<file path="src/rtl/dmem_ctrl_pkg.sv">
// Shared types and constants for the data-memory arbiter: FSM encoding,
// grant identifiers and default bus widths.
package dmem_ctrl_pkg;

    localparam int unsigned DMEM_ADDR_W = 16;
    localparam int unsigned DMEM_DATA_W = 16;

    typedef enum logic [1:0] {
        ST_IDLE   = 2'd0,
        ST_ACCESS = 2'd1,
        ST_RESP   = 2'd2
    } dmem_state_e;

    localparam logic GNT_A = 1'b0;
    localparam logic GNT_B = 1'b1;

endpackage

</file>
<file path="src/rtl/dmem_arbiter_rr_arb2.sv">
// Two-way round-robin winner select; a lone requester always wins, and on
// contention the port that did not win last time is chosen.
module rr_arb2
    import dmem_ctrl_pkg::*;
(
    input  logic a_req_i,
    input  logic b_req_i,
    input  logic last_grant_i,
    output logic valid_c_o,
    output logic gnt_c_o
);

    always_comb begin
        valid_c_o = a_req_i | b_req_i;
        gnt_c_o   = GNT_A;
        if (a_req_i && b_req_i) begin
            gnt_c_o = ~last_grant_i;
        end else if (b_req_i) begin
            gnt_c_o = GNT_B;
        end
    end

endmodule

</file>
<file path="src/rtl/dmem_arbiter.sv">
// Arbitrates the single-port data memory between core (A) and loader (B).
// Build option DMEM_ALIGN_CHECK_EN: odd addresses bypass memory and ack with err.
module dmem_arbiter
    import dmem_ctrl_pkg::*;
#(
    parameter int unsigned ADDR_W = DMEM_ADDR_W,
    parameter int unsigned DATA_W = DMEM_DATA_W
) (
    input  logic              clk,
    input  logic              reset,
    input  logic              a_req,
    input  logic              a_we,
    input  logic [ADDR_W-1:0] a_addr,
    input  logic [DATA_W-1:0] a_wdata,
    output logic              a_ack,
    output logic [DATA_W-1:0] a_rdata,
    output logic              a_err,
    input  logic              b_req,
    input  logic              b_we,
    input  logic [ADDR_W-1:0] b_addr,
    input  logic [DATA_W-1:0] b_wdata,
    output logic              b_ack,
    output logic [DATA_W-1:0] b_rdata,
    output logic              b_err,
    output logic [ADDR_W-1:0] mem_addr,
    output logic [DATA_W-1:0] mem_din,
    output logic              mem_rd,
    output logic              mem_wr,
    input  logic [DATA_W-1:0] mem_dout,
    output logic              busy,
    output logic              last_grant
);

    dmem_state_e       state_q, state_d;
    logic              last_grant_q, last_grant_d;
    logic              gnt_q, gnt_d;
    logic              we_q, we_d;
    logic              err_q, err_d;
    logic              busy_q, busy_d;
    logic [ADDR_W-1:0] mem_addr_q, mem_addr_d;
    logic [DATA_W-1:0] mem_din_q, mem_din_d;
    logic              mem_rd_q, mem_rd_d;
    logic              mem_wr_q, mem_wr_d;
    logic              a_ack_q, a_ack_d, b_ack_q, b_ack_d;
    logic              a_err_q, a_err_d, b_err_q, b_err_d;
    logic [DATA_W-1:0] a_rdata_q, a_rdata_d, b_rdata_q, b_rdata_d;

    logic              arb_valid_c, arb_gnt_c;
    logic              sel_we_c;
    logic [ADDR_W-1:0] sel_addr_c;
    logic [DATA_W-1:0] sel_wdata_c;
    logic [DATA_W-1:0] resp_data_c;

    // A port still holds req on the edge that samples its ack; mask it there.
    rr_arb2 u_rr_arb2 (
        .a_req_i      (a_req & ~a_ack_q),
        .b_req_i      (b_req & ~b_ack_q),
        .last_grant_i (last_grant_q),
        .valid_c_o    (arb_valid_c),
        .gnt_c_o      (arb_gnt_c)
    );

    assign sel_we_c    = (arb_gnt_c == GNT_B) ? b_we    : a_we;
    assign sel_addr_c  = (arb_gnt_c == GNT_B) ? b_addr  : a_addr;
    assign sel_wdata_c = (arb_gnt_c == GNT_B) ? b_wdata : a_wdata;
    assign resp_data_c = (we_q || err_q) ? '0 : mem_dout;

    always_comb begin
        state_d      = state_q;
        last_grant_d = last_grant_q;
        gnt_d        = gnt_q;
        we_d         = we_q;
        err_d        = err_q;
        mem_addr_d   = mem_addr_q;
        mem_din_d    = mem_din_q;
        mem_rd_d     = 1'b0;
        mem_wr_d     = 1'b0;
        a_ack_d      = 1'b0;
        b_ack_d      = 1'b0;
        a_err_d      = 1'b0;
        b_err_d      = 1'b0;
        a_rdata_d    = '0;
        b_rdata_d    = '0;
        unique case (state_q)
            ST_IDLE: begin
                if (arb_valid_c) begin
                    gnt_d        = arb_gnt_c;
                    last_grant_d = arb_gnt_c;
                    we_d         = sel_we_c;
                    mem_addr_d   = sel_addr_c;
                    mem_din_d    = sel_wdata_c;
                    err_d        = 1'b0;
`ifdef DMEM_ALIGN_CHECK_EN
                    if (sel_addr_c[0]) begin
                        err_d   = 1'b1;
                        state_d = ST_RESP;
                    end else begin
                        mem_rd_d = ~sel_we_c;
                        mem_wr_d = sel_we_c;
                        state_d  = ST_ACCESS;
                    end
`else
                    mem_rd_d = ~sel_we_c;
                    mem_wr_d = sel_we_c;
                    state_d  = ST_ACCESS;
`endif
                end
            end
            ST_ACCESS: state_d = ST_RESP;
            // Memory read data is valid throughout RESP; capture it with the ack.
            ST_RESP: begin
                state_d = ST_IDLE;
                if (gnt_q == GNT_B) begin
                    b_ack_d   = 1'b1;
                    b_rdata_d = resp_data_c;
                    b_err_d   = err_q;
                end else begin
                    a_ack_d   = 1'b1;
                    a_rdata_d = resp_data_c;
                    a_err_d   = err_q;
                end
            end
            default: state_d = ST_IDLE;
        endcase
        busy_d = (state_d != ST_IDLE);
    end

    always_ff @(posedge clk or posedge reset) begin
        if (reset) begin
            state_q      <= ST_IDLE;
            last_grant_q <= GNT_B;
            gnt_q        <= GNT_A;
            we_q         <= 1'b0;
            err_q        <= 1'b0;
            busy_q       <= 1'b0;
            mem_addr_q   <= '0;
            mem_din_q    <= '0;
            mem_rd_q     <= 1'b0;
            mem_wr_q     <= 1'b0;
            a_ack_q      <= 1'b0;
            b_ack_q      <= 1'b0;
            a_err_q      <= 1'b0;
            b_err_q      <= 1'b0;
            a_rdata_q    <= '0;
            b_rdata_q    <= '0;
        end else begin
            state_q      <= state_d;
            last_grant_q <= last_grant_d;
            gnt_q        <= gnt_d;
            we_q         <= we_d;
            err_q        <= err_d;
            busy_q       <= busy_d;
            mem_addr_q   <= mem_addr_d;
            mem_din_q    <= mem_din_d;
            mem_rd_q     <= mem_rd_d;
            mem_wr_q     <= mem_wr_d;
            a_ack_q      <= a_ack_d;
            b_ack_q      <= b_ack_d;
            a_err_q      <= a_err_d;
            b_err_q      <= b_err_d;
            a_rdata_q    <= a_rdata_d;
            b_rdata_q    <= b_rdata_d;
        end
    end

    assign a_ack      = a_ack_q;
    assign a_rdata    = a_rdata_q;
    assign a_err      = a_err_q;
    assign b_ack      = b_ack_q;
    assign b_rdata    = b_rdata_q;
    assign b_err      = b_err_q;
    assign mem_addr   = mem_addr_q;
    assign mem_din    = mem_din_q;
    assign mem_rd     = mem_rd_q;
    assign mem_wr     = mem_wr_q;
    assign busy       = busy_q;
    assign last_grant = last_grant_q;

endmodule

</file>
<file path="config.mk">
export PLATFORM = sky130hd
export DESIGN_NAME = dmem_arbiter
export DESIGN_NICKNAME = d
export VERILOG_FILES = /design/src/rtl/dmem_ctrl_pkg.sv /design/src/rtl/dmem_arbiter_rr_arb2.sv /design/src/rtl/dmem_arbiter.sv
export SDC_FILE = /design/constraint.sdc
export NUM_CORES = 1
export LEC_CHECK = 0
export ABC_CLOCK_PERIOD_IN_PS = 2800
export CAP_MARGIN = 25
export CORE_ASPECT_RATIO = 0.75
export CORE_UTILIZATION = 40
export DETAILED_ROUTE_END_ITERATION = 6
export PLACE_DENSITY = 0.81
export SETUP_SLACK_MARGIN = 0.05
export SYNTH_ARGS = -nofsm -noshare
export SYNTH_HDL_FRONTEND = slang
export SYNTH_HIERARCHICAL = 1
export SYNTH_SLANG_ARGS = --single-unit
</file>
<file path="constraint.sdc">
create_clock -name clk -period 2.8 [get_ports clk]
set_input_delay 0.28 -clock clk [delete_from_list [all_inputs] [get_ports clk]]
set_output_delay 0.28 -clock clk [all_outputs]
set_load 0.005 [all_outputs]
</file>
==> impl_metrics.env, run 1 <==
export IMPL_outcome="finished clean"
export IMPL_fin_nets=464
export IMPL_syn_inst=220
export IMPL_netlist_top_cells_area="dfrtp_1 (60%), mux2_2 (22%), nor2_1 (3.9%)"
export IMPL_setup_viol=0
export IMPL_dieWidth_um=103
export IMPL_p_int_w=0.00304
export IMPL_rr_startpoint="a_ack$_DFF_PP0_"
export IMPL_r2r_slack_ns=0.99
export IMPL_ys_ff_latch=74
export IMPL_cts_made_buffers=9
export IMPL_cts_tree="yes"
export IMPL_ant_nets=0
export IMPL_holdBufCountCts=0
export IMPL_drc=0
export IMPL_hold_slack_ns=0.335
export IMPL_routed_via_density=4.53
export IMPL_globalplace_congestion=0.723
export IMPL_dr_max_layer_used="met4"
export IMPL_die_y_um=77.8
export IMPL_r2r_end="mem_addr[13]$_DFFE_PP0P_"
export IMPL_power_leakage_nw=2.08
export IMPL_dr_first_iter_drc_count=43
export IMPL_sw_frac_of_total_pct=28.1
export IMPL_area_growth_pct=59.7
export IMPL_place_area_um2=4700
export IMPL_clkTransAtPathRegs_ns=0.08
export IMPL_peakVddDrop_mv=0.424
export IMPL_dp_hpwl_um=5340
export IMPL_antenna_found_initial=0
export IMPL_hp_class="in2async"
export IMPL_fmax_mhz=544
export IMPL_r2r_cells=5
export IMPL_synth_area_um2=3070
export IMPL_grt_max_degree=36
export IMPL_cts_setup_buffers=0
export IMPL_met3_length_um=876
export IMPL_power_w=0.00424
export IMPL_clock_root_buffer="clkbuf_8"
export IMPL_pin_count=158
export IMPL_ys_types=21
export IMPL_end_kind="flop"
export IMPL_multi_input_area_um2=1110
export IMPL_relSlewSlack_pct=51.7
export IMPL_drv_slew=0
export IMPL_rows=27
export IMPL_diodes=0
export IMPL_timing_final_crit_share_pct=65.7
export IMPL_io_buffers=155
export IMPL_p_sw_w=0.00119
export IMPL_final_util_pct=66.5
export IMPL_register_area_um2=1850
export IMPL_yosysTopAreaCell="dfrtp_1"
export IMPL_layout_drive_gt1_share_pct=23.8
export IMPL_grt_usage_pct=18.7
export IMPL_wl_per_cell_um=14.8
export IMPL_rsz0062_at_grt="false"
export IMPL_critPathArrivalTime_ns=2.06
export IMPL_cp_data_required_time_ns=3.02
export IMPL_max_cap_violations=0
export IMPL_drt_total_wl_um=7150
export IMPL_crit_fanout=28
export IMPL_grt_pass1_vias=2296
export IMPL_yosysTopAreaCellShare_pct=59.6
export IMPL_first_pass_iters=4
export IMPL_stdcell_area_um2=4900
export IMPL_p_per_area_nw_per_um2=865
export IMPL_yosysWarnings=6
export IMPL_power_share_sequential_pct=38.5
export IMPL_fin_skew_ns=0.0104
export IMPL_nFillCells=568
export IMPL_worst_slew_pin_slew_ns=0.723
export IMPL_met1_length_um=2770
export IMPL_route_met2_wl_um=3450
export IMPL_initial_core_util_pct=41.6
export IMPL_core_um2=7360
export IMPL_fin_setup_tns_ns=0
export IMPL_hold_viol=0
export IMPL_vias=2192
export IMPL_seq_area_frac_synth_pct=60.4
export IMPL_p_comb_share_pct=42.5
export IMPL_cts_buffer_depth=2
export IMPL_clk_latency_ns=0.34
export IMPL_fp_dieArea_um2=8020
export IMPL_start_kind="input pin"
export IMPL_post_cts_resized=0
export IMPL_fin_crit_ns=1.84
export IMPL_grt_pass1_wl_um=11200
export IMPL_cts_sinks=74
export IMPL_critical_path_class="in2reg"
export IMPL_clkPwrFrac_pct=19.0
export IMPL_htree_levels=3
export IMPL_syn_avg_cell_area_um2=13.9
export IMPL_grt_overflow=0
==> power groups by stage <==
stage          clock, W  sequential [W]  combinational (W)
2_1_floorplan         0         0.00163           0.000915
3_5_place_dp          0         0.00166            0.00183
5_1_grt        0.000882         0.00169            0.00194
4_1_cts        0.000827         0.00164            0.00184
3_3_place_gp          0         0.00164            0.00179
6_report       0.000805         0.00163            0.00180
==> synth_stat cells, drive strengths merged <==
| library cell | n |
|---|---|
| nand2b | 16 |
| inv | 4 |
| conb | 1 |
| a21boi | 1 |
| or3b | 1 |
| or2 | 2 |
| nor2 | 32 |
| dfstp | 1 |
| clkbuf | 2 |
| and2 | 1 |
| dfrtp | 73 |
| nand3b | 1 |
| mux2i | 2 |
| mux2 | 66 |
| nor2b | 4 |
| buf | 12 |
| nor3b | 1 |
==> flip-flops by register name, summed over array words and instances, names as in the netlist, 2 cells and up <==
name and count:
a_rdata 16, b_rdata 16, mem_addr 16, mem_din 16, state_q 2
==> worst max-delay path: stages <==
cell	delay, ns
clkdlybuf4s50_1	0.44
nor2b_1	0.26
or2_1	0.15
nor3b_4	0.18
buf_4	0.35
mux2_2	0.39
==> cell usage in the layout, fill, tap and decap left out <==
cell type / instances
mux2_2: 61
mux2_4: 5
buf_12: 1
nand3b_1: 1
clkbuf_1: 1
dfrtp_1: 73
nand2b_1: 16
nor2b_1: 4
or2_2: 1
dfstp_2: 1
nor3b_4: 1
or2_1: 1
inv_1: 3
inv_2: 1
or3b_1: 1
clkinv_4: 2
nor2_1: 32
a21boi_4: 1
clkbuf_8: 9
mux2i_1: 2
conb_1: 2
bufinv_16: 1
clkdlybuf4s50_1: 155
buf_4: 4
and2_1: 1
clkinvlp_4: 2
clkinv_2: 1
==> stage by stage <==
stage	cells	setup WS (ns)
finish	484	0.961
global route	484	0.876
CTS	484	0.957
detailed placement	468	0.591
global placement	468	0.635
floorplan	221	0.640
==> how the worst max path moves through the flow <==
stage               startpoint                        to  slack, ns  cells past startpoint
finish                   a_req  mem_addr[13]$_DFFE_PP0P_       0.96                      6
CTS                      a_req  mem_addr[13]$_DFFE_PP0P_       0.96                      6
global placement         a_req   mem_addr[6]$_DFFE_PP0P_       0.63                      6
global route             a_req  mem_addr[13]$_DFFE_PP0P_       0.88                      6
floorplan                reset           a_ack$_DFF_PP0_       0.64                      1
detailed placement       a_req  mem_addr[13]$_DFFE_PP0P_       0.59                      6
==> kinds of logic after synthesis <==
family	count (synthesis)	share of synthesized area, %
AO/OA/AOI/OAI	1	0.245
buffers and inverters	18	4.16
flip-flops	74	60.4
multiplexers	68	25.5
other	1	0.122
AND/OR/NAND/NOR	58	9.55
==> final cells by class <==
cell class / count / share of cell area [%]
clock buffers: 10 / 2.61
multi-input cells: 129 / 22.6
repair buffers: 160 / 32.7
inverters: 4 / 0.307
well taps: 101 / 2.58
clock inverters: 6 / 1.38
flip-flops and latches: 74 / 37.8
==> metal layers <==
metal	vias to the layer above	track usage (%)
met5	-	0
met4	0	5.49
met3	6	9.73
met2	100	30.9
met1	1048	21.0
li1	1038	-
Note: power is estimated with default switching activity, not from simulation.
==> run 2: changes to the inputs <==
--- a/config.mk
+++ b/config.mk
@@ -5,12 +5,12 @@
 export SDC_FILE = /design/constraint.sdc
 export NUM_CORES = 1
 export LEC_CHECK = 0
-export ABC_CLOCK_PERIOD_IN_PS = 2800
+export ABC_CLOCK_PERIOD_IN_PS = 1550
 export CAP_MARGIN = 25
 export CORE_ASPECT_RATIO = 0.75
-export CORE_UTILIZATION = 40
+export CORE_UTILIZATION = 36
 export DETAILED_ROUTE_END_ITERATION = 6
-export PLACE_DENSITY = 0.81
+export PLACE_DENSITY = 0.77
 export SETUP_SLACK_MARGIN = 0.05
 export SYNTH_ARGS = -nofsm -noshare
 export SYNTH_HDL_FRONTEND = slang
==> constraint.sdc (replaced) <==
create_clock -name clk -period 1.55 [get_ports clk]
set_input_delay 0.155 -clock clk [delete_from_list [all_inputs] [get_ports clk]]
set_output_delay 0.155 -clock clk [all_outputs]
set_load 0.005 [all_outputs]
==> run 2 against run 1 <==
The run now ends with negative setup slack left; cell area is 11% higher; register-to-register slack worse by 1.1 ns; clock-buffer cell count increased by 1; via count increased by 5.9%; critical path depth is the same; clock power rose to 2.8 times the previous value; sequential share of layout area fell by 3.8 points; largest cell class is now non-clock buffers; largest power group unchanged.
==> impl_metrics.env, run 2 (same netlist as run 1, synthesis figures left out) <==
export IMPL_layout_commonest_cell="clkdlybuf4s50_1"
export IMPL_peakVddDrop_mv=0.823
export IMPL_cts_tree="yes"
export IMPL_grt_usage_pct=18.3
export IMPL_timing_final_crit_share_pct=110
export IMPL_end_kind="flop"
export IMPL_rows=28
export IMPL_clkTransAtPathRegs_ns=0.06
export IMPL_max_cap_violations=0
export IMPL_clock_root_buffer="clkbuf_16"
export IMPL_fmax_mhz=586
export IMPL_wl_per_cell_um=16.7
export IMPL_cp_data_required_time_ns=1.76
export IMPL_setup_viol=34
export IMPL_globalplace_congestion=0.721
export IMPL_initial_core_util_pct=38.1
export IMPL_area_growth_pct=77.6
export IMPL_cts_sinks=74
export IMPL_power_leakage_nw=2.40
export IMPL_p_per_area_nw_per_um2=1740
export IMPL_dp_hpwl_um=5460
export IMPL_cp_startpoint="b_ack$_DFF_PP0_"
export IMPL_drc=0
export IMPL_critical_path_class="reg2reg"
export IMPL_violations="negative setup slack"
export IMPL_dr_first_iter_drc_count=57
export IMPL_post_place_ws_ns=-0.438
export IMPL_power_w=0.00947
export IMPL_rsz0062_at_grt="true"
export IMPL_start_kind="flop"
export IMPL_outcome="finished with violations"
export IMPL_diodes=0
export IMPL_fin_skew_ns=0.00524
export IMPL_cts_made_buffers=9
export IMPL_io_buffers=155
export IMPL_r2r_cells=6
export IMPL_antenna_found_initial=0
export IMPL_die_y_um=81.9
export IMPL_dieWidth_um=109
export IMPL_drv_slew=0
export IMPL_layout_drive_gt1_share_pct=27.4
export IMPL_cts_buffer_depth=2
export IMPL_fin_crit_ns=1.71
export IMPL_htree_levels=3
export IMPL_hold_viol=0
export IMPL_grt_max_degree=53
export IMPL_routed_via_density=4.61
export IMPL_pin_count=158
export IMPL_fin_nets=479
export IMPL_grt_overflow=0
export IMPL_clk_latency_ns=0.32
export IMPL_grt_pass1_wl_um=12000
export IMPL_critPathArrivalTime_ns=1.91
export IMPL_rr_startpoint="b_ack$_DFF_PP0_"
export IMPL_hp_class="in2async"
export IMPL_drt_total_wl_um=8410
export IMPL_crit_fanout=8
export IMPL_fp_dieArea_um2=8900
export IMPL_layout_common_cells="clkdlybuf4s50_1 (154), dfrtp_1 (73), mux2_4 (37)"
export IMPL_ant_nets=0
export IMPL_grt_pass1_vias=2450
export IMPL_worst_slack_ns=-0.156
export IMPL_core_um2=8060
export IMPL_vias=2321
export IMPL_first_pass_iters=4
-- run 2: cell types whose count changed in the layout (fill, tap and decap cells not counted), sizes merged --
cell and change:
bufinv +1, clkdlybuf4s50 -1, clkbuf +4, buf +12, clkinv -3, inv +1
dlygate4sd2 +1
-- run 2: worst paths after layout --
path / to / slack (ns)
max: mem_addr[13]$_DFFE_PP0P_ / -0.16
min: mem_addr[11]$_DFFE_PP0P_ / 0.26
max reg2reg: mem_addr[13]$_DFFE_PP0P_ / -0.16
min reg2reg: mem_din[14]$_DFFE_PP0P_ / 0.51
max in group asynchronous: last_grant$_DFFE_PP1P_ / 1.00
min in group clk: a_rdata[2]$_DFF_PP0_ / 0.38
-- run 2: layout make-up --
cell class                 instances  area, µm²
tap                              105        131
clock inverter                     5       85.1
fill                             595       2610
sequential                        74       1850
multi-input combinational        129       1250
clock buffer                      11        243
inverter                           4       18.8
timing repair buffer             175       1870
-- run 2: timing repair --
item	in CTS	in global routing
cloned	2	4
hold buffers	0	0
gates resized for setup	12	35
setup buffers	4	1
pin swaps	1	1
setup endpoints to repair	38	38
-- run 2: per-stage QoR --
step,TNS [ns],hold WS [ns],instance area [µm²],util [%],cells
3_5_place_dp,-15.35,0.495,4790,59.5,478
6_report,-4.45,0.255,5450,67.6,503
3_3_place_gp,-14.07,0.489,4790,59.5,478
5_1_grt,-6.54,0.288,5450,67.6,503
2_1_floorplan,-1.75,0.300,3080,-,221
4_1_cts,-4.95,0.269,5240,65.1,500
-- run 2: metal layers --
metal	GRT usage, %	share of wire (%)	vias to the layer above	wire, µm
met1	20.9	41	1129	3490
li1	-	-	1073	-
met5	0	0	-	0
met3	9.21	12	7	1030
met4	4.86	0.64	0	54
met2	30.5	46	112	3840
-- run 2: power breakdown --
part           internal [W]  switching, W  leakage [nW]
Combinational       0.00290       0.00134          1.30
Sequential          0.00258      0.000390         0.943
Clock               0.00147      0.000794         0.157
-- run 2: critical path, stage by stage (launching register included) --
cell and delay [ns]:
dfrtp_1 0.39, nor2b_2 0.12, a21boi_4 0.20, buf_12 0.14, buf_8 0.14, mux2_2 0.33
mux2_2 0.26
==> run 3: changes to the inputs <==
--- a/config.mk
+++ b/config.mk
@@ -5,12 +5,13 @@
 export SDC_FILE = /design/constraint.sdc
 export NUM_CORES = 1
 export LEC_CHECK = 0
+export ABC_AREA = 1
 export ABC_CLOCK_PERIOD_IN_PS = 1550
 export CAP_MARGIN = 25
 export CORE_ASPECT_RATIO = 0.75
 export CORE_UTILIZATION = 36
 export DETAILED_ROUTE_END_ITERATION = 6
-export PLACE_DENSITY = 0.77
+export PLACE_DENSITY = 0.76
 export SETUP_SLACK_MARGIN = 0.05
 export SYNTH_ARGS = -nofsm -noshare
 export SYNTH_HDL_FRONTEND = slang
==> run 3 against run 2 <==
The run now ends clean; setup slack improved by 0.34 ns; non-clock buffer count shrank 10; largest cell class is now sequential cells; combinational power decreased by 17%; cell area down 6.1%.
==> impl_metrics.env, run 3 <==
export IMPL_rows=29
export IMPL_die_y_um=83
export IMPL_max_cap_violations=0
export IMPL_drt_total_wl_um=7870
export IMPL_syn_inst=369
export IMPL_timing_final_crit_share_pct=88.0
export IMPL_cp_data_required_time_ns=1.39
export IMPL_wl_per_cell_um=12.3
export IMPL_netlist_top_cells_area="dfrtp_1 (58%), nand2_1 (26%), nor2_1 (3.1%)"
export IMPL_layout_drive_gt1_share_pct=9.04
export IMPL_ys_ff_latch=74
export IMPL_grt_overflow=0
export IMPL_synth_edf_count=0
export IMPL_end_kind="output port"
export IMPL_critPathArrivalTime_ns=1.21
export IMPL_p_per_area_nw_per_um2=1620
export IMPL_htree_levels=3
export IMPL_dp_hpwl_um=5930
export IMPL_grt_pass1_vias=2869
export IMPL_fin_crit_ns=1.36
export IMPL_globalplace_congestion=0.816
export IMPL_synth_main_ff_cell="dfrtp_1"
export IMPL_cts_tree="yes"
export IMPL_power_share_sequential_pct=35.4
export IMPL_sw_frac_of_total_pct=33.8
export IMPL_power_w=0.00827
export IMPL_worst_slack_ns=0.186
export IMPL_crit_fanout=2
export IMPL_ys_types=20
export IMPL_fin_skew_ns=0.00757
export IMPL_cp_startpoint="mem_din[8]$_DFFE_PP0P_"
export IMPL_path_buf_inv=1
export IMPL_area_growth_pct=62.5
export IMPL_fin_setup_tns_ns=0
export IMPL_relSlewSlack_pct=64.1
export IMPL_clk_latency_ns=0.32
export IMPL_fin_nets=613
export IMPL_ys_top_cells_by_count="nand2_1 (218), dfrtp_1 (73), nor2_1 (26), nor2_2 (9)"
export IMPL_diodes=0
export IMPL_clkPwrFrac_pct=22.3
export IMPL_outcome="finished clean"
export IMPL_seq_area_frac_synth_pct=58.8
export IMPL_crit_slowest_cell="clkdlybuf4s50_1"
export IMPL_fp_dieArea_um2=9130
export IMPL_rsz0062_at_grt="true"
export IMPL_dieWidth_um=110
export IMPL_dr_first_iter_drc_count=75
export IMPL_p_comb_share_pct=42.3
export IMPL_drc=0
export IMPL_pin_count=158
export IMPL_antenna_found_initial=0
export IMPL_ant_nets=0
export IMPL_vias=2816
export IMPL_critical_path_class="reg2out"
export IMPL_grt_pass1_wl_um=13000
export IMPL_start_kind="flop"
export IMPL_synthArstFlopShare_pct=100
export IMPL_yosysMostFrequentCell="nand2_1"
export IMPL_final_util_pct=60.5
export IMPL_clock_root_buffer="clkbuf_16"
export IMPL_rr_startpoint="b_ack$_DFF_PP0_"
export IMPL_clkTransAtPathRegs_ns=0.06
export IMPL_place_area_um2=4830
export IMPL_cpPeakStageDelay_ns=0.52
export IMPL_critPathTopFamily="buffers and inverters"
export IMPL_peakVddDrop_mv=0.777
export IMPL_drv_slew=0
export IMPL_yosysWarnings=6
export IMPL_worstPathCellList="clkdlybuf4s50_1"
export IMPL_p_sw_w=0.00279
export IMPL_synth_area_um2=3150
export IMPL_hold_viol=0
export IMPL_post_place_ws_ns=-0.166
export IMPL_grt_usage_pct=18.6
export IMPL_p_int_w=0.00548
export IMPL_worst_slew_pin_slew_ns=0.538
export IMPL_hp_class="in2async"
export IMPL_io_buffers=155
export IMPL_yosysTopAreaCellShare_pct=58.0
export IMPL_grt_max_degree=75
export IMPL_setup_viol=0
export IMPL_layout_commonest_cell="nand2_1"
export IMPL_first_pass_iters=4
export IMPL_routed_via_density=4.41
export IMPL_cts_made_buffers=9
export IMPL_initial_core_util_pct=37.3
export IMPL_core_um2=8450
export IMPL_power_leakage_nw=2.54
export IMPL_yosysTopAreaCell="dfrtp_1"
export IMPL_cts_sinks=74
export IMPL_fmax_mhz=733
export IMPL_layout_common_cells="nand2_1 (218), clkdlybuf4s50_1 (154), dfrtp_1 (73)"
export IMPL_cts_buffer_depth=2
export IMPL_stdcell_area_um2=5120
export IMPL_syn_avg_cell_area_um2=8.53
[run 3: cell types whose count changed in the layout (fill, tap and decap cells not counted), sizes merged, moves of 2 or more]
cell	delta
nand2	+221
mux2i	-2
a21oi	+2
nand2b	-16
mux2	-66
nor2	+7
bufinv	-2
clkbuf	-3
nor2b	-4
buf	-7
nand3	+2
clkinv	+2
inv	+4
[run 3: layout make-up]
cell class | instances | area [µm²]
inverters | 10 | 43.8
fillers | 764 | 3340
clock buffers | 11 | 243
multi-input cells | 267 | 1120
flip-flops and latches | 74 | 1850
repair buffers | 165 | 1690
well taps | 108 | 135
clock inverters | 4 | 28.8
[run 3: repair_timing]
| action | in CTS | in global routing |
|---|---|---|
| endpoints found under the setup margin | 1 | 34 |
| hold buffers | 0 | 0 |
| buffers inserted | 0 | 0 |
| gates resized for setup | 1 | 3 |
[run 3: worst register-to-register path: stages, from the launching register on]
cell and delay, ns:
dfrtp_1 0.38, nor2_2 0.13, inv_1 0.08, a21oi_4 0.16, buf_4 0.24, nand2_1 0.07, nand2_1 0.10, nand2_1 0.08
nand2_1 0.06
[run 3: per-layer routing]
metal	GRT usage (%)	vias up	share of wire (%)
li1	-	1406	-
met1	22.2	1298	42
met2	31.4	104	48
met3	6.75	8	9.1
met4	5.09	0	0.86
met5	0	-	0
[run 3: cells by family after synthesis]
| logic type | after synthesis | share of synthesized area (%) |
|---|---|---|
| flops | 74 | 58.8 |
| simple gates | 263 | 34.3 |
| buf+inv | 29 | 6.40 |
| other cells | 1 | 0.119 |
| compound gates | 2 | 0.318 |
[run 3: worst paths after layout]
check	to	slack, ns	depth (start not counted)
worst min register to register	mem_din[3]$_DFFE_PP0P_	0.47	2
worst min-delay path	a_ack$_DFF_PP0_	0.28	3
worst max-delay path	mem_din[8]	0.19	1
max in group asynchronous	last_grant$_DFFE_PP1P_	0.91	3
min in group clk	a_rdata[10]$_DFF_PP0_	0.40	3
worst max register to register	we_q$_DFFE_PP0P_	0.19	8
[run 3: stage by stage]
| step | hold WS (ns) | cells |
|---|---|---|
| 2_1_floorplan | 0.300 | 370 |
| 3_3_place_gp | 0.461 | 624 |
| 3_5_place_dp | 0.464 | 624 |
| 4_1_cts | 0.313 | 639 |
| 5_1_grt | 0.342 | 639 |
| 6_report | 0.282 | 639 |
[run 3: power by group through the flow]
stage	clock network (W)	registers, W	logic [W]
after floorplan	0	0.00293	0.00182
after global placement	0	0.00295	0.00344
after detailed placement	0	0.00295	0.00355
after CTS	0.00189	0.00293	0.00355
after global routing	0.00199	0.00300	0.00390
final	0.00184	0.00293	0.00350
==> edit 1, RTL diff (flow settings as in run 3) <==
The package constant `DMEM_DATA_W` goes from 16 to 32.
--- a/src/rtl/dmem_ctrl_pkg.sv
+++ b/src/rtl/dmem_ctrl_pkg.sv
@@ -3,7 +3,7 @@
 package dmem_ctrl_pkg;
 
     localparam int unsigned DMEM_ADDR_W = 16;
-    localparam int unsigned DMEM_DATA_W = 16;
+    localparam int unsigned DMEM_DATA_W = 32;
 
     typedef enum logic [1:0] {
         ST_IDLE   = 2'd0,
Ports: changed (6 resized); port bits go from 158 to 254. No check against the original RTL was run, so the function may have changed too.
==> edit 1 against run 3 <==
- sequential share of layout area grew 0.75 points
- power grew 66%
- clock power grew 110%
- sequential cell count grew 48
- synthesized area grew 53%
- final area grew 61%
- setup slack lost 96 ps
- maximum frequency shrank 6.6%
- clock skew grew 4.4 ps
- synthesized cell count grew 56%
- routed wire length grew 81%
- cell count grew 59%
- via count grew 61%
- critical endpoint is now b_ack
- highest routed layer unchanged
==> edit 1: results (changes against run 3) <==
starting DRC count in detailed routing 176 (was 75); vias in the first global route 4437 (was 2869); H-tree levels 4 (was 3); ys async rst share 100.0% (unchanged); port bufs 251 (was 155); # fillers 1129 (was 764); vias post-DR 4522 (was 2816); outcome finished clean (unchanged); first-pass GRT wire length 22.06 mm (was 13.05 mm); dominant cells by area after synthesis dfrtp_1 (63%), nand2_1 (26%), nor2_1 (5.4%), buf_2 (2.0%), buf_4 (1.4%) (was dfrtp_1 (58%), nand2_1 (26%), nor2_1 (3.1%), buf_6 (2.5%), nor2_2 (1.8%)); dpl ws -83.69 ps (was -166.4 ps); First-pass DRT Iterations 5 (was 4); nets 968 (was 613); gpl congestion 0.8041 (was 0.8163); total leakage power 4.155 nW (was 2.541 nW); skew final 12.01 ps (was 7.573 ps); fraction of layout instances using a drive strength above 1 7.329% (was 9.040%); DP HPWL 9.568 mm (was 5.933 mm); wire per inst 14.02 um (was 12.32 um); largest net degree at the start of global routing 63 (was 75); placed cell count 983 (was 624); WP data arrival 1310 ps (was 1210 ps); Net Sw Power 4.527 mW (was 2.793 mW); Max-slew headroom 61.49% (was 64.07%); gr usage total 20.88% (was 18.64%); Detailed Route WL 14.26 mm (was 7.872 mm); Distinct cells, synth 14 (was 20); Num CTS Buffers 17 (was 9)
edit 1: final timing paths:
kind | startpoint | endpoint | slack [ps] | depth (start not counted)
max in group asynchronous | reset | last_grant$_DFFE_PP1P_ | 1000 | 3
max | b_ack$_DFF_PP0_ | b_ack | 90 | 1
min in group clk | mem_dout[30] | b_rdata[30]$_DFF_PP0_ | 310 | 3
min | reset | a_rdata[8]$_DFF_PP0_ | 250 | 3
min reg2reg | mem_din[10]$_DFFE_PP0P_ | mem_din[10]$_DFFE_PP0P_ | 480 | 2
max reg2reg | b_ack$_DFF_PP0_ | mem_din[22]$_DFFE_PP0P_ | 130 | 9
edit 1: per-stage QoR:
stage | hold slack, ps | TNS (ps) | cell area [um2] | utilization (%)
6_report | 246.9 | 0 | 8262 | 63.47
5_1_grt | 259.0 | 0 | 8262 | 63.47
4_1_cts | 247.3 | 0 | 8204 | 63.02
3_5_place_dp | 461.6 | -2771 | 7631 | 58.62
3_3_place_gp | 461.9 | -1645 | 7631 | 58.62
2_1_floorplan | 297.7 | -12280 | 4828 | -
edit 1: what timing repair did:
item | in CTS | in global routing
cloned | 0 | 2
hold buffers | 0 | 0
setup endpoints to repair | 1 | 7
resized for setup | 1 | 5
setup buffers | 0 | 1
edit 1: cell type report:
class                   instances  area, um2  area share, %
clock buffers                  17      425.4          5.149
clock inverters                14      148.9          1.802
multi-input cells             411       1579          19.11
well taps                     171      214.0          2.590
repair buffers                272       2799          33.88
flip-flops and latches        122       3054          36.97
inverters                      10      41.29         0.4998
edit 1: cell families (layout without fill, tap and decap cells):
family / Yosys count / after routing / synth area share [%]
flops: 122 / 122 / 63.35
compound gates: 2 / 2 / 0.2076
other cells: 1 / 2 / 0.07779
simple gates: 407 / 407 / 31.90
buf+inv: 42 / 313 / 4.464
edit 1: power by group through the flow:
stage	Combinational [mW]	Sequential [mW]	Clock (mW)
2_1_floorplan	2.24	4.66	0
3_3_place_gp	5.22	4.61	0
3_5_place_dp	5.32	4.60	0
4_1_cts	5.33	4.60	3.87
5_1_grt	5.93	4.71	4.02
6_report	5.36	4.60	3.80
edit 1: layer usage:
metal / vias to the layer above / global-route usage (%) / share of wire, %
li1: 2224 / - / -
met1: 2120 / 25.12 / 42
met2: 166 / 36.07 / 50
met3: 12 / 6.746 / 7.0
met4: 0 / 5.791 / 1.1
met5: - / 0 / 0
==> edit 2, RTL diff (config.mk and constraints of run 3) <==
Made on the original files. Take the reset off `mem_addr_q` and load it in a clocked block of its own.
--- a/src/rtl/dmem_arbiter.sv
+++ b/src/rtl/dmem_arbiter.sv
@@ -133,7 +133,6 @@
             we_q         <= 1'b0;
             err_q        <= 1'b0;
             busy_q       <= 1'b0;
-            mem_addr_q   <= '0;
             mem_din_q    <= '0;
             mem_rd_q     <= 1'b0;
             mem_wr_q     <= 1'b0;
@@ -150,7 +149,6 @@
             we_q         <= we_d;
             err_q        <= err_d;
             busy_q       <= busy_d;
-            mem_addr_q   <= mem_addr_d;
             mem_din_q    <= mem_din_d;
             mem_rd_q     <= mem_rd_d;
             mem_wr_q     <= mem_wr_d;
@@ -161,6 +159,10 @@
             a_rdata_q    <= a_rdata_d;
             b_rdata_q    <= b_rdata_d;
         end
+    end
+
+    always_ff @(posedge clk) begin
+        mem_addr_q <= mem_addr_d;
     end
 
     assign a_ack      = a_ack_q;
Function: changed (Yosys sat finds a counterexample within 4 cycles, from zero or initial values and one cycle with reset high).
==> edit 2 against run 3 <==
- cell count decreased by 7.4%
- clock power is 3% lower
- setup slack got worse by 94 ps
- sequential cell count did not move
- maximum frequency shrank 6.4%
- global-route usage up 0.15 points
- final area fell by 3.0%
- synthesized area shrank 5.8%
- power decreased by 4.9%
- core utilization up 1.9 points
- routed wire length decreased by 1.7%
- critical endpoint is now a_ack
- highest routed layer unchanged
==> edit 2: results (changes against run 3) <==
outcome finished clean (unchanged); Top Family by Delay on Critical Path buffers and inverters (unchanged); H-tree levels 3 (unchanged); skew final 6.653 ps (was 7.573 ps); Num CTS Buffers 9 (unchanged); initial antenna violation count 0 (unchanged); sequential element share of the synthesized area 65.16% (was 58.84%); Critical-path top delay cell clkdlybuf4s50_1 (unchanged); port bufs 155 (unchanged); diode count 0 (unchanged); mux contribution to synthesized area 0% (unchanged); Post-Synth Adder-Cell Area 0% (unchanged); Worst Setup SP a_ack$_DFF_PP0_ (was mem_din[8]$_DFFE_PP0P_); WP data arrival 1300 ps (was 1210 ps); largest net degree at the start of global routing 59 (was 75); ys async rst share 78.38% (was 100.0%); Synth Flop Type dfrtp_1 (unchanged); dpl ws -173.7 ps (was -166.4 ps); dominant cells by area after synthesis dfrtp_1 (48%), nand2_1 (22%), edfxtp_1 (16%), nor2_1 (4.6%), buf_6 (1.5%) (was dfrtp_1 (58%), nand2_1 (26%), nor2_1 (3.1%), buf_6 (2.5%), nor2_2 (1.8%)); Max-slew headroom 65.99% (was 64.07%); non-filler instance count after layout 592 (was 639); Post-synth EDFFs 16 (was 0); commonest cells in the synthesized netlist nand2_1 (171), dfrtp_1 (57), nor2_1 (36) (was nand2_1 (218), dfrtp_1 (73), nor2_1 (26)); reg2reg setup slack 110 ps (was 190 ps); starting DRC count in detailed routing 91 (was 75); gr usage total 18.79% (was 18.64%); vias post-DR 2625 (was 2816); Peak VDD IR 0.6321 mV (was 0.7770 mV); Detailed Route WL 7.738 mm (was 7.872 mm); Distinct cells, synth 19 (was 20); Root Buffer Master clkbuf_8 (was clkbuf_16); Hold Path Class input port to async pin (unchanged); nets 568 (was 613); CTS Buffer Depth 2 (unchanged); drt drc 0 (unchanged); DP HPWL 5.654 mm (was 5.933 mm); Worst-Skew Late Latency 330 ps; fin crit share 94.06% (was 88.02%); compound-cell area share of the yosys netlist 0.3374% (was 0.3178%); Critical Path Fanout Max 2 (unchanged); total leakage power 2.367 nW (was 2.541 nW); yosys synthesis warning count 6 (unchanged); Synth Instances 319 (was 369); crit-path max cell delay 530 ps; fraction of layout instances using a drive strength above 1 8.830% (was 9.040%); First-pass DRT Iterations 4 (unchanged); clk slew on worst S/H paths 80 ps (was 60 ps); gpl congestion 0.7813 (was 0.8163); vias in the first global route 2549 (was 2869); first-pass GRT wire length 12.17 mm (was 13.05 mm); Post-Synth XOR/XNOR Area 0% (unchanged)
==> edit 2: worst paths after layout <==
check / end / depth (start not counted)
min reg2reg: mem_din[7]$_DFFE_PP0P_ / 2
max: a_ack / 1
max in group asynchronous: last_grant$_DFFE_PP1P_ / 3
min: b_ack$_DFF_PP0_ / 3
min in group clk: a_rdata[9]$_DFF_PP0_ / 3
max reg2reg: mem_din[2]$_DFFE_PP0P_ / 8
==> edit 2: stage by stage <==
stage               hold WS, ps  cell area, um2
floorplan                 247.8            2974
global placement          463.3            4668
detailed placement        469.2            4668
CTS                       255.3            4928
global route              290.4            4961
finish                    262.7            4961
==> edit 2: power breakdown <==
part / total (mW) / switching (mW) / internal, mW / leakage [nW]
logic: 3.13 / 1.45 / 1.68 / 1.32
registers: 2.96 / 0.306 / 2.65 / 0.923
clock network: 1.78 / 0.699 / 1.08 / 0.121
total: 7.87 / 2.45 / 5.41 / 2.37
==> edit 2: metal layers <==
layer / GRT usage, % / wire length (um)
met5: 0 / 0
met4: 3.699 / 35
met3: 7.630 / 648
met2: 31.42 / 3768
met1: 23.00 / 3285
==> edit 2: repair_timing <==
action | 4_1_cts | 5_1_grt
resized for setup | 3 | 8
endpoints found under the setup margin | 13 | 40
setup buffers | 2 | 0
==> edit 2: kinds of logic after synthesis <==
family          count (synthesis)
other cells                     1
simple gates                  216
compound gates                  2
buf+inv                        26
flops                          74
==> edit 2: area by class of cell <==
class / instances / area [um2]
repair buffers: 167 / 1703
fillers: 680 / 2992
clock inverters: 6 / 113.9
flip-flops and latches: 74 / 1933
multi-input cells: 220 / 905.9
well taps: 105 / 131.4
clock buffers: 10 / 127.6
inverters: 10 / 46.29
